<file path="src/rtl/riscky_pkg.sv">
// riscky_pkg: shared core-wide definitions.
//   XLEN / ILEN    : address and instruction widths.
//   fetch_state_t  : fetch sequencer states.
//   fetch_entry_t  : one IF/ID buffer entry (fetch PC + instruction word).
package riscky_pkg;

    localparam int XLEN = 64;
    localparam int ILEN = 32;

    typedef enum logic [1:0] {
        IDLE,
        REQ,
        WAIT,
        DRAIN
    } fetch_state_t;

    typedef struct packed {
        logic [XLEN-1:0] pc;
        logic [ILEN-1:0] instr;
    } fetch_entry_t;

endpackage

</file>
<file path="src/rtl/fetch_ctrl_if.sv">
// fetch_ctrl_if: instruction memory request/response port.
//   imem_req_valid / imem_req_addr : fetch request (fetch -> memory)
//   imem_req_ready                 : memory accepts the request this cycle
//   imem_rsp_valid / imem_rsp_instr: in-order response, one per accepted request
// Modports: master = fetch side, slave = memory side.
interface fetch_ctrl_if;

    logic                       imem_req_valid;
    logic [riscky_pkg::XLEN-1:0] imem_req_addr;
    logic                       imem_req_ready;
    logic                       imem_rsp_valid;
    logic [riscky_pkg::ILEN-1:0] imem_rsp_instr;

    modport master (
        output imem_req_valid,
        output imem_req_addr,
        input  imem_req_ready,
        input  imem_rsp_valid,
        input  imem_rsp_instr
    );

    modport slave (
        input  imem_req_valid,
        input  imem_req_addr,
        output imem_req_ready,
        output imem_rsp_valid,
        output imem_rsp_instr
    );

endinterface

</file>
<file path="src/rtl/fetch_fifo.sv">
// fetch_fifo: small FIFO of fetch_entry_t with a registered head.
//   clk, rst  : clock, asynchronous active-high reset
//   push      : write push_data at the tail (ignored when full without pop)
//   pop       : drop the head entry (ignored when empty)
//   flush     : empty the FIFO; overrides push and pop in the same cycle
//   count     : number of valid entries
//   head      : registered head entry; holds its last value while empty
module fetch_fifo
    import riscky_pkg::*;
#(
    parameter int DEPTH = 2
) (
    input  logic                       clk,
    input  logic                       rst,
    input  logic                       push,
    input  fetch_entry_t               push_data,
    input  logic                       pop,
    input  logic                       flush,
    output logic [$clog2(DEPTH+1)-1:0] count,
    output fetch_entry_t               head
);

    localparam int PW = (DEPTH > 1) ? $clog2(DEPTH) : 1;
    localparam int CW = $clog2(DEPTH + 1);

    fetch_entry_t   mem [DEPTH];
    logic [PW-1:0]  rd_ptr;
    logic [PW-1:0]  wr_ptr;
    logic [CW-1:0]  count_q;
    fetch_entry_t   head_q;

    logic           do_push;
    logic           do_pop;
    logic [PW-1:0]  rd_ptr_next;
    logic [CW-1:0]  count_next;
    fetch_entry_t   head_next;

    // The head is re-registered from whatever entry will sit at the read
    // pointer after this cycle. If that slot is the one being written right
    // now, the incoming data bypasses storage.
    always_comb begin
        do_pop      = pop && (count_q != '0);
        do_push     = push && ((count_q != CW'(DEPTH)) || do_pop);
        rd_ptr_next = rd_ptr + PW'(do_pop);
        count_next  = count_q + CW'(do_push) - CW'(do_pop);
        head_next   = (do_push && (wr_ptr == rd_ptr_next)) ? push_data : mem[rd_ptr_next];
    end

    // Storage array carries no reset; only slots covered by count are read.
    always_ff @(posedge clk) begin
        if (!rst && do_push && !flush) begin
            mem[wr_ptr] <= push_data;
        end
    end

    // Pointers wrap naturally because DEPTH is a power of two. The head
    // register only loads when the FIFO will be non-empty, so it keeps its
    // last value across an empty period.
    always_ff @(posedge clk or posedge rst) begin
        if (rst) begin
            rd_ptr  <= '0;
            wr_ptr  <= '0;
            count_q <= '0;
            head_q  <= '0;
        end else if (flush) begin
            rd_ptr  <= '0;
            wr_ptr  <= '0;
            count_q <= '0;
        end else begin
            rd_ptr  <= rd_ptr_next;
            wr_ptr  <= wr_ptr + PW'(do_push);
            count_q <= count_next;
            if (count_next != '0) begin
                head_q <= head_next;
            end
        end
    end

    assign count = count_q;
    assign head  = head_q;

endmodule

</file>
<file path="src/rtl/fetch_ctrl.sv">
// fetch_ctrl: fetch-stage sequencer. Owns the PC, issues one outstanding
// request at a time to the instruction memory and buffers responses in the
// IF/ID FIFO.
//   clk, rst     : clock, asynchronous active-high reset
//   pc_src_e     : redirect from execute; pc_target_e is the target
//   stall_d      : decode holds the head entry
//   imem         : instruction memory port (fetch_ctrl_if.master)
//   instr_d, pc_d, pc_plus4_d, valid_d : IF/ID head entry to decode
module fetch_ctrl
    import riscky_pkg::*;
#(
    parameter logic [XLEN-1:0] RESET_PC   = '0,
    parameter int              FIFO_DEPTH = 2
) (
    input  logic             clk,
    input  logic             rst,
    input  logic             pc_src_e,
    input  logic [XLEN-1:0]  pc_target_e,
    input  logic             stall_d,
    fetch_ctrl_if.master     imem,
    output logic [ILEN-1:0]  instr_d,
    output logic [XLEN-1:0]  pc_d,
    output logic [XLEN-1:0]  pc_plus4_d,
    output logic             valid_d
);

    localparam int CW = $clog2(FIFO_DEPTH + 1);

    fetch_state_t   state;
    logic [XLEN-1:0] pc;
    logic [XLEN-1:0] req_pc;
    logic           head_seen_q;

    logic [CW-1:0]  fifo_count;
    fetch_entry_t   fifo_head;
    fetch_entry_t   push_entry;
    logic           req_fire;
    logic           rsp_fire;
    logic           push;
    logic           pop;
    logic           unused_target_lsbs;

    // Redirect targets are word aligned; the low bits are ignored.
    assign unused_target_lsbs = ^pc_target_e[1:0];

    // A request is only offered when the FIFO has room for its response,
    // so a response in WAIT can always be pushed.
    assign imem.imem_req_valid = (state == REQ) && (fifo_count < CW'(FIFO_DEPTH));
    assign imem.imem_req_addr  = (state == IDLE) ? '0 : pc;

    // A redirect cancels any push of a wrong-path response and any pop
    // of the head, since the whole buffer is flushed that cycle.
    always_comb begin
        req_fire         = imem.imem_req_valid && imem.imem_req_ready;
        rsp_fire         = (state == WAIT) && imem.imem_rsp_valid;
        push             = rsp_fire && !pc_src_e;
        pop              = valid_d && !stall_d && !pc_src_e;
        push_entry.pc    = req_pc;
        push_entry.instr = imem.imem_rsp_instr;
    end

    // Sequencer. DRAIN exists to swallow the single response still owed
    // for a request that was accepted before a redirect took effect.
    always_ff @(posedge clk or posedge rst) begin
        if (rst) begin
            state  <= IDLE;
            pc     <= RESET_PC;
            req_pc <= '0;
        end else begin
            case (state)
                IDLE: begin
                    state <= REQ;
                end
                REQ: begin
                    if (req_fire) begin
                        req_pc <= pc;
                        state  <= pc_src_e ? DRAIN : WAIT;
                    end
                end
                WAIT: begin
                    if (imem.imem_rsp_valid) begin
                        state <= REQ;
                    end else if (pc_src_e) begin
                        state <= DRAIN;
                    end
                end
                DRAIN: begin
                    if (imem.imem_rsp_valid) begin
                        state <= REQ;
                    end
                end
                default: begin
                    state <= IDLE;
                end
            endcase

            if (pc_src_e) begin
                pc <= {pc_target_e[XLEN-1:2], 2'b00};
            end else if (req_fire) begin
                pc <= pc + XLEN'(4);
            end
        end
    end

    // pc_plus4_d reads 0 out of reset until the first entry has reached the
    // head; afterwards it always tracks the (possibly stale) head PC.
    always_ff @(posedge clk or posedge rst) begin
        if (rst) begin
            head_seen_q <= 1'b0;
        end else if (valid_d) begin
            head_seen_q <= 1'b1;
        end
    end

    fetch_fifo #(
        .DEPTH (FIFO_DEPTH)
    ) u_fifo (
        .clk       (clk),
        .rst       (rst),
        .push      (push),
        .push_data (push_entry),
        .pop       (pop),
        .flush     (pc_src_e),
        .count     (fifo_count),
        .head      (fifo_head)
    );

    assign valid_d    = (fifo_count != '0);
    assign instr_d    = fifo_head.instr;
    assign pc_d       = fifo_head.pc;
    assign pc_plus4_d = (head_seen_q || valid_d) ? (fifo_head.pc + XLEN'(4)) : '0;

endmodule
</file>
<file path="src/flat_wrapper.sv">
// flat-port wrapper written by rule: the top's interface ports become plain ports
module fetch_ctrl_flat import riscky_pkg::*;
#(
    parameter logic [XLEN-1:0] RESET_PC   = '0,
    parameter int              FIFO_DEPTH = 2
)
  (clk, rst, pc_src_e, pc_target_e, stall_d, instr_d, pc_d, pc_plus4_d, valid_d, imem_imem_req_valid, imem_imem_req_addr, imem_imem_req_ready, imem_imem_rsp_valid, imem_imem_rsp_instr);
  fetch_ctrl_if imem_i ();
  input  logic clk;
  input  logic rst;
  input  logic pc_src_e;
  input  logic [XLEN-1:0] pc_target_e;
  input  logic stall_d;
  output logic [ILEN-1:0] instr_d;
  output logic [XLEN-1:0] pc_d;
  output logic [XLEN-1:0] pc_plus4_d;
  output logic valid_d;
  output wire logic [$bits(imem_i.imem_req_valid)-1:0] imem_imem_req_valid;
  output wire logic [$bits(imem_i.imem_req_addr)-1:0] imem_imem_req_addr;
  input wire logic [$bits(imem_i.imem_req_ready)-1:0] imem_imem_req_ready;
  input wire logic [$bits(imem_i.imem_rsp_valid)-1:0] imem_imem_rsp_valid;
  input wire logic [$bits(imem_i.imem_rsp_instr)-1:0] imem_imem_rsp_instr;
  assign imem_imem_req_valid = imem_i.imem_req_valid;
  assign imem_imem_req_addr = imem_i.imem_req_addr;
  assign imem_i.imem_req_ready = imem_imem_req_ready;
  assign imem_i.imem_rsp_valid = imem_imem_rsp_valid;
  assign imem_i.imem_rsp_instr = imem_imem_rsp_instr;
  fetch_ctrl #(.RESET_PC(RESET_PC), .FIFO_DEPTH(FIFO_DEPTH)) u_core (.clk(clk), .rst(rst), .pc_src_e(pc_src_e), .pc_target_e(pc_target_e), .stall_d(stall_d), .imem(imem_i), .instr_d(instr_d), .pc_d(pc_d), .pc_plus4_d(pc_plus4_d), .valid_d(valid_d));
endmodule
</file>
<file path="config.mk">
export PLATFORM = sky130hd
export DESIGN_NAME = fetch_ctrl_flat
export DESIGN_NICKNAME = d
export VERILOG_FILES = /design/src/rtl/riscky_pkg.sv /design/src/rtl/fetch_ctrl_if.sv /design/src/rtl/fetch_fifo.sv /design/src/rtl/fetch_ctrl.sv /design/src/flat_wrapper.sv
export SDC_FILE = /design/constraint.sdc
export NUM_CORES = 1
export LEC_CHECK = 0
export CORE_MARGIN = 5
export CORE_UTILIZATION = 54
export DETAILED_ROUTE_END_ITERATION = 16
export PLACE_DENSITY = 0.8
export SETUP_SLACK_MARGIN = 0.1
export SYNTH_ARGS = -nofsm -noshare
export SYNTH_HDL_FRONTEND = slang
export SYNTH_SLANG_ARGS = --single-unit
</file>
<file path="constraint.sdc">
create_clock -name clk -period 10.19 [get_ports clk]
set_input_delay 1.019 -clock clk [delete_from_list [all_inputs] [get_ports clk]]
set_output_delay 1.019 -clock clk [all_outputs]
set_load 0.05 [all_outputs]
</file>
# After elaboration in Yosys (flattened, before gate mapping)
# Memory sizes are Yosys's and may differ from the RTL's.
# Index checks and enable logic that the tools add are counted.
# totals
reg_bits	231
ramBits	192
in_bits	102
out_inout_bits	226
elab_cells	65
memories	1
# classes
addsub	6
n_lt_le_gt_ge	1
n_eq_ne	8
muxes	16
bitwise_logic	1
n_reduce_logical	23
# mem_list
name	words	word_bits	rd	rd_ports_with_merged_regs	wr	line	source
u_core.u_fifo.mem	2	96	1	0	1	fetch_fifo.sv:26	fetch_entry_t mem [DEPTH];
# ops
op	n
64-bit 2-to-1 mux	4
64-bit by 3-bit adder with 64-bit output, second input constant	2
96-bit 2-to-1 mux	1
1-bit logical AND	11
2-bit 2-to-1 mux	5
2-bit one-hot mux with 4 select lines	1
2-bit nonzero test	3
1-bit 2-to-1 mux	5
2-bit equality test, second input constant	2
2-bit != test, second input constant	2
2-bit AND reduction	2
1-bit logical NOT	3
3-bit != test, second input constant	1
3-bit AND reduction	1
1-bit adder	2
2-bit by 1-bit adder with 2-bit output	1
2-bit by 1-bit equality test with 1-bit output, second input constant	1
2-bit logical NOT	1
1-bit logical OR	2
2-bit < comparator, second input constant	1
2-bit by 1-bit != test with 1-bit output, second input constant	1
2-bit by 1-bit subtractor with 2-bit output	1
1-bit equality test	1
1-bit inverter	1

# Longest topological paths before layout
# logic_depth
word_depth	10
ltp_mapped	15
mapped_depth_nobuf	12

# Cells and area by module
# Synthesis repeated with hierarchy kept, for this count alone.
# unflattened
hier_cells	1950
area_unflattened_um2	20196.9
# by_module_without_submodules
module	instances	cells_each	area_per_inst_um2	seq_area_each_um2
fetch_fifo	1	861	11747.5	8267.9
fetch_ctrl	1	1089	8449.4	3178.0

# Least setup slack after synthesis
# No wires, ideal clock.
# synth_timing
path_type	input port to flip-flop
from	input pc_src_e
to	memory u_core.u_fifo.mem[1][0] (netlist name) (enable)
setup_ns	0.683
t_arrival_ns	8.447
required_ns	9.507
slack_ns	1.060
path_stages	4
path_buffers	1
cell_sequence	clkbuf_1 nor2b_1 o211ai_1 nor3b_1
# synth_via
elab_chain_len	9
elab_cells_between_ends	10
cone_classes	2 x mux; 8 x reduce/logical
# synth_rtl
element	line	source
start: declaration	flat_wrapper.sv:11	input logic pc_src_e;
1-bit logical NOT (*)	fetch_fifo.sv:51, fetch_ctrl.sv:56, fetch_ctrl.sv:57	
1-bit logical AND	fetch_ctrl.sv:57	pop = valid_d && !stall_d && !pc_src_e;
1-bit logical AND	fetch_fifo.sv:42	do_pop = pop && (count_q != '0);
1-bit logical OR	fetch_fifo.sv:43	do_push = push && ((count_q != CW'(DEPTH)) || do_pop);
1-bit logical AND	fetch_fifo.sv:43	
1-bit logical AND	fetch_fifo.sv:51	if (!rst && do_push && !flush) begin
1-bit logical AND (*)	fetch_fifo.sv:51	
1-bit 2-to-1 mux (*)	fetch_fifo.sv:51	
1-bit 2-to-1 mux (implied by the code) (*)	fetch_fifo.sv:52	mem[wr_ptr] <= push_data;
end: declaration	fetch_fifo.sv:26	
# Every way passes the cells marked *; elsewhere a longest branch is shown, timed or not.

# Worst setup path after layout
# layout_timing
from	register u_core.u_fifo.head_q, in the netlist u_core.u_fifo.head[48]
to	output pc_plus4_d[63]
# layout_via
elab_chain_len	2
# layout_rtl
element	line	source
start: declaration	fetch_fifo.sv:30	fetch_entry_t head_q;
start signal: assignment	fetch_fifo.sv:74	head_q <= head_next;
64-bit by 3-bit adder with 64-bit output	fetch_ctrl.sv:131	assign pc_plus4_d = (head_seen_q || valid_d) ? (fifo_head.pc + XLEN'(4)) : '0;
64-bit 2-to-1 mux	fetch_ctrl.sv:131	
end: declaration	flat_wrapper.sv:16	output logic [XLEN-1:0] pc_plus4_d;
# No other way between the ends.

==> reports/results.tsv <==
metric	value	unit
rows	69	
synthDistinctLibCells	57	
slew_headroom	18.2	%
antenna_found_initial	0	
p_seq_share	33.0	%
drive_gt1_share	5.16	%
clkPwrFrac	19.6	%
cp-start-kind	flop	
pwr-share-comb	47.4	%
drc	0	
cts-buffers-inserted	42	
synth_compound_area_share	10.6	%
place_hpwl	36.1	mm
yosysTopAreaCellShare	29.5	%
final_antenna_net_count	0	
chipWidth	198	um
yosysSeqAreaShare	58.9	%
drt_first_iter_violations	1623	
coreArea	0.0353	sq mm
hold_viol	0	
synth-simple-area-share	16.8	%
required	9170	ps
n_antenna_cell	0	
synth_largest_area_cell	edfxtp_1	
ys_ff_latch	413	
place.port_buffers	319	
cts_tree	built	
fin_worst_skew	14.0	ps
finalSetupViolCount	0	
syn_area_per_cell	11.0	sq um
grt_pass1_vias	15200	
status	finished, final reports clean	
synth.area.top_cells	edfxtp_1 (29%), dfrtp_1 (29%), mux2i_1 (5.2%)	
tns	0	ps
power.total	7.87	mW
worstPathArrival	4540	ps
avgRoutedWirePerCell	21.9	um
ctsHoldBuffers	0	
fin_crit	5560	ps
synth_adder_area_share	0.523	%
syn_inst	1745	
power.internal	4.26	mW
peakVddDrop	249	uV
pin_count	328	
grt_overflow	0	
synthMuxAreaShare	5.30	%
nets	2132	
cts_setup_buffers	0	
clock.fmax	180	MHz
viasPerCell	6.14	
clockRootBuffer	clkbuf_16	
async_flop_share	54.5	%
n_fill_cell	2525	
rsz0062_at_grt	false	
multi_input_area	0.00704	sq mm
power.leakage	9.59	nW
synth_xor_area_share	3.22	%
critPathCaptureType	primary output	
cap_violations	0	
num_vias	15500	
synth_top_family_by_area	simple AND/OR/NAND/NOR gates	
regArea	0.0113	sq mm
drv_slew	0	
track_usage	27.3	%
clockBufferDepth	3	
power.switching	3.62	mW
hold_path_class	reg -> reg	
clkSinkCount	413	
grt_pass1_wl	85.8	mm
first_pass_iters	7	
gp_congestion	0.915	
worst_slew_pin_slew	1220	ps
synth_area	0.0191	sq mm
die_h	198	um
path_max_fanout	26	
yosysWarnings	0	
htreeDepth	2	
period_share	54.6	%
p_sw_share	45.9	%
dominantRegCellSynth	dfrtp_1	
power_density	327	mW/mm^2
synth_edf_count	188	
area_growth	25.7	%
wirelength	55.2	mm
start_util	54.2	%
worstSetupPathType	reg -> out	
grt_start_max_net_pins	150	
clkLatencyLatePin	540	ps
dieArea	0.0393	sq mm
post_cts_resized	0	
path_clk_slew	60	ps
## worst paths after layout
kind | startpoint | endpoint | slack, ps | cells after the start
max | u_core.u_fifo.head[48]$_DFFE_PP0P_ | pc_plus4_d[63] | 4630 | 6
min | u_core.req_pc[25]$_DFFE_PP0P_ | u_core.u_fifo.mem[0][57]$_DFFE_PP_ | 470 | 0
max reg2reg | u_core.state[0]$_DFFE_PP0P_ | u_core.u_fifo.head[0]$_DFFE_PP0P_ | 5370 | 14
min reg2reg | u_core.req_pc[25]$_DFFE_PP0P_ | u_core.u_fifo.mem[0][57]$_DFFE_PP_ | 470 | 0
max in group asynchronous | rst | u_core.u_fifo.head[83]$_DFFE_PP0P_ | 7140 | 3
min in group asynchronous | rst | u_core.u_fifo.head[47]$_DFFE_PP0P_ | 1310 | 2
## placed cells by master (no fill, tap or decap), types with 14 or more instances in the layout
cell             netlist  layout
nand3_1               57      57
clkdlybuf4s50_1        0     318
buf_4                  6      18
nor4_1                21      21
a221oi_1              85      85
xnor2_1               31      30
o21ai_0              109     109
and4_1                15      15
clkbuf_16              0      43
xor2_1                34      34
inv_1                115     114
nand4_1               43      43
o31ai_1               30      30
nor2_1               149     148
nor3_1                16      14
edfxtp_1             188     188
or3_1                 20      20
nand2_1              155     155
or4_1                 41      41
a21oi_1               33      33
dfrtp_1              225     225
mux2i_1               99      99
nor2b_1               71      71
## flip-flops by register name, summed over array words and instances (netlist names)
signal,cells
u_core.u_fifo.mem,188
u_core.u_fifo.head,94
u_core.pc,62
u_core.req_pc,62
u_core.state,2
u_core.u_fifo.count,2
u_core.head_seen_q,1
u_core.u_fifo.rd_ptr,1
u_core.u_fifo.wr_ptr,1
## logic make-up (layout without fill, tap and decap cells)
kind of cell | after synthesis | in the layout
AO/OA/AOI/OAI | 300 | 300
XOR/XNOR | 67 | 67
adder cells (fa/ha/maj) | 8 | 8
buffers and inverters | 225 | 531
flip-flops | 413 | 413
multiplexers | 101 | 101
other | 1 | 6
AND/OR/NAND/NOR | 630 | 630
## final cells by class
type	count	share of cell area, %
well taps	461	2.40
flip-flops and latches	413	46.9
clock buffers	56	4.72
inverters	116	1.84
clock inverters	22	1.09
repair buffers	337	13.8
multi-input cells	1112	29.3
## Yosys cell counts (7+ instances only)
master	instances
and3_1	13
or4_1	41
a221oi_1	85
o31ai_1	30
nand3_1	57
clkbuf_1	81
edfxtp_1	188
inv_1	115
nor3_1	16
nand2_1	155
and2_1	7
a222oi_1	10
or3_1	20
a21oi_1	33
dfrtp_1	225
buf_1	12
xnor2_1	31
and4_1	15
buf_2	8
a31oi_1	11
nor4_1	21
nor2b_1	71
nor2_1	149
ha_1	8
mux2i_1	99
nand4_1	43
or2_2	9
xor2_1	34
o21ai_0	109
## power by group through the flow
stage / clock, mW / sequential, mW / combinational (mW)
2_1_floorplan: 0 / 3.12 / 1.83
3_3_place_gp: 0 / 2.57 / 3.66
5_1_grt: 1.64 / 2.65 / 3.92
6_report: 1.55 / 2.60 / 3.73
4_1_cts: 1.56 / 2.58 / 3.74
3_5_place_dp: 0 / 2.61 / 3.71
## metal layers
layer	part of all wire, %	global-route usage, %
met1	40	38.1
met2	48	44.2
met3	8.5	4.66
met4	3.3	8.95
met5	0	0
## stage by stage
step	util, %	hold slack (ps)	cells	worst slack [ps]	cell area [sq um]
after floorplan	-	442	1750	1060	19200
after global placement	64.2	443	2439	4660	22700
after detailed placement	64.2	452	2439	4530	22700
after CTS	68.1	464	2517	4520	24100
after global routing	68.1	477	2517	4430	24100
final	68.1	465	2517	4630	24100
## critical path, cell delays in order (launching register included)
cell and delay (ps):
dfrtp_1 500, nand4_1 200, or4_1 710, or3_1 790
nor4_1 720, mux2i_1 250, clkdlybuf4s50_1 830
Note: power is estimated with default switching activity, not from simulation.
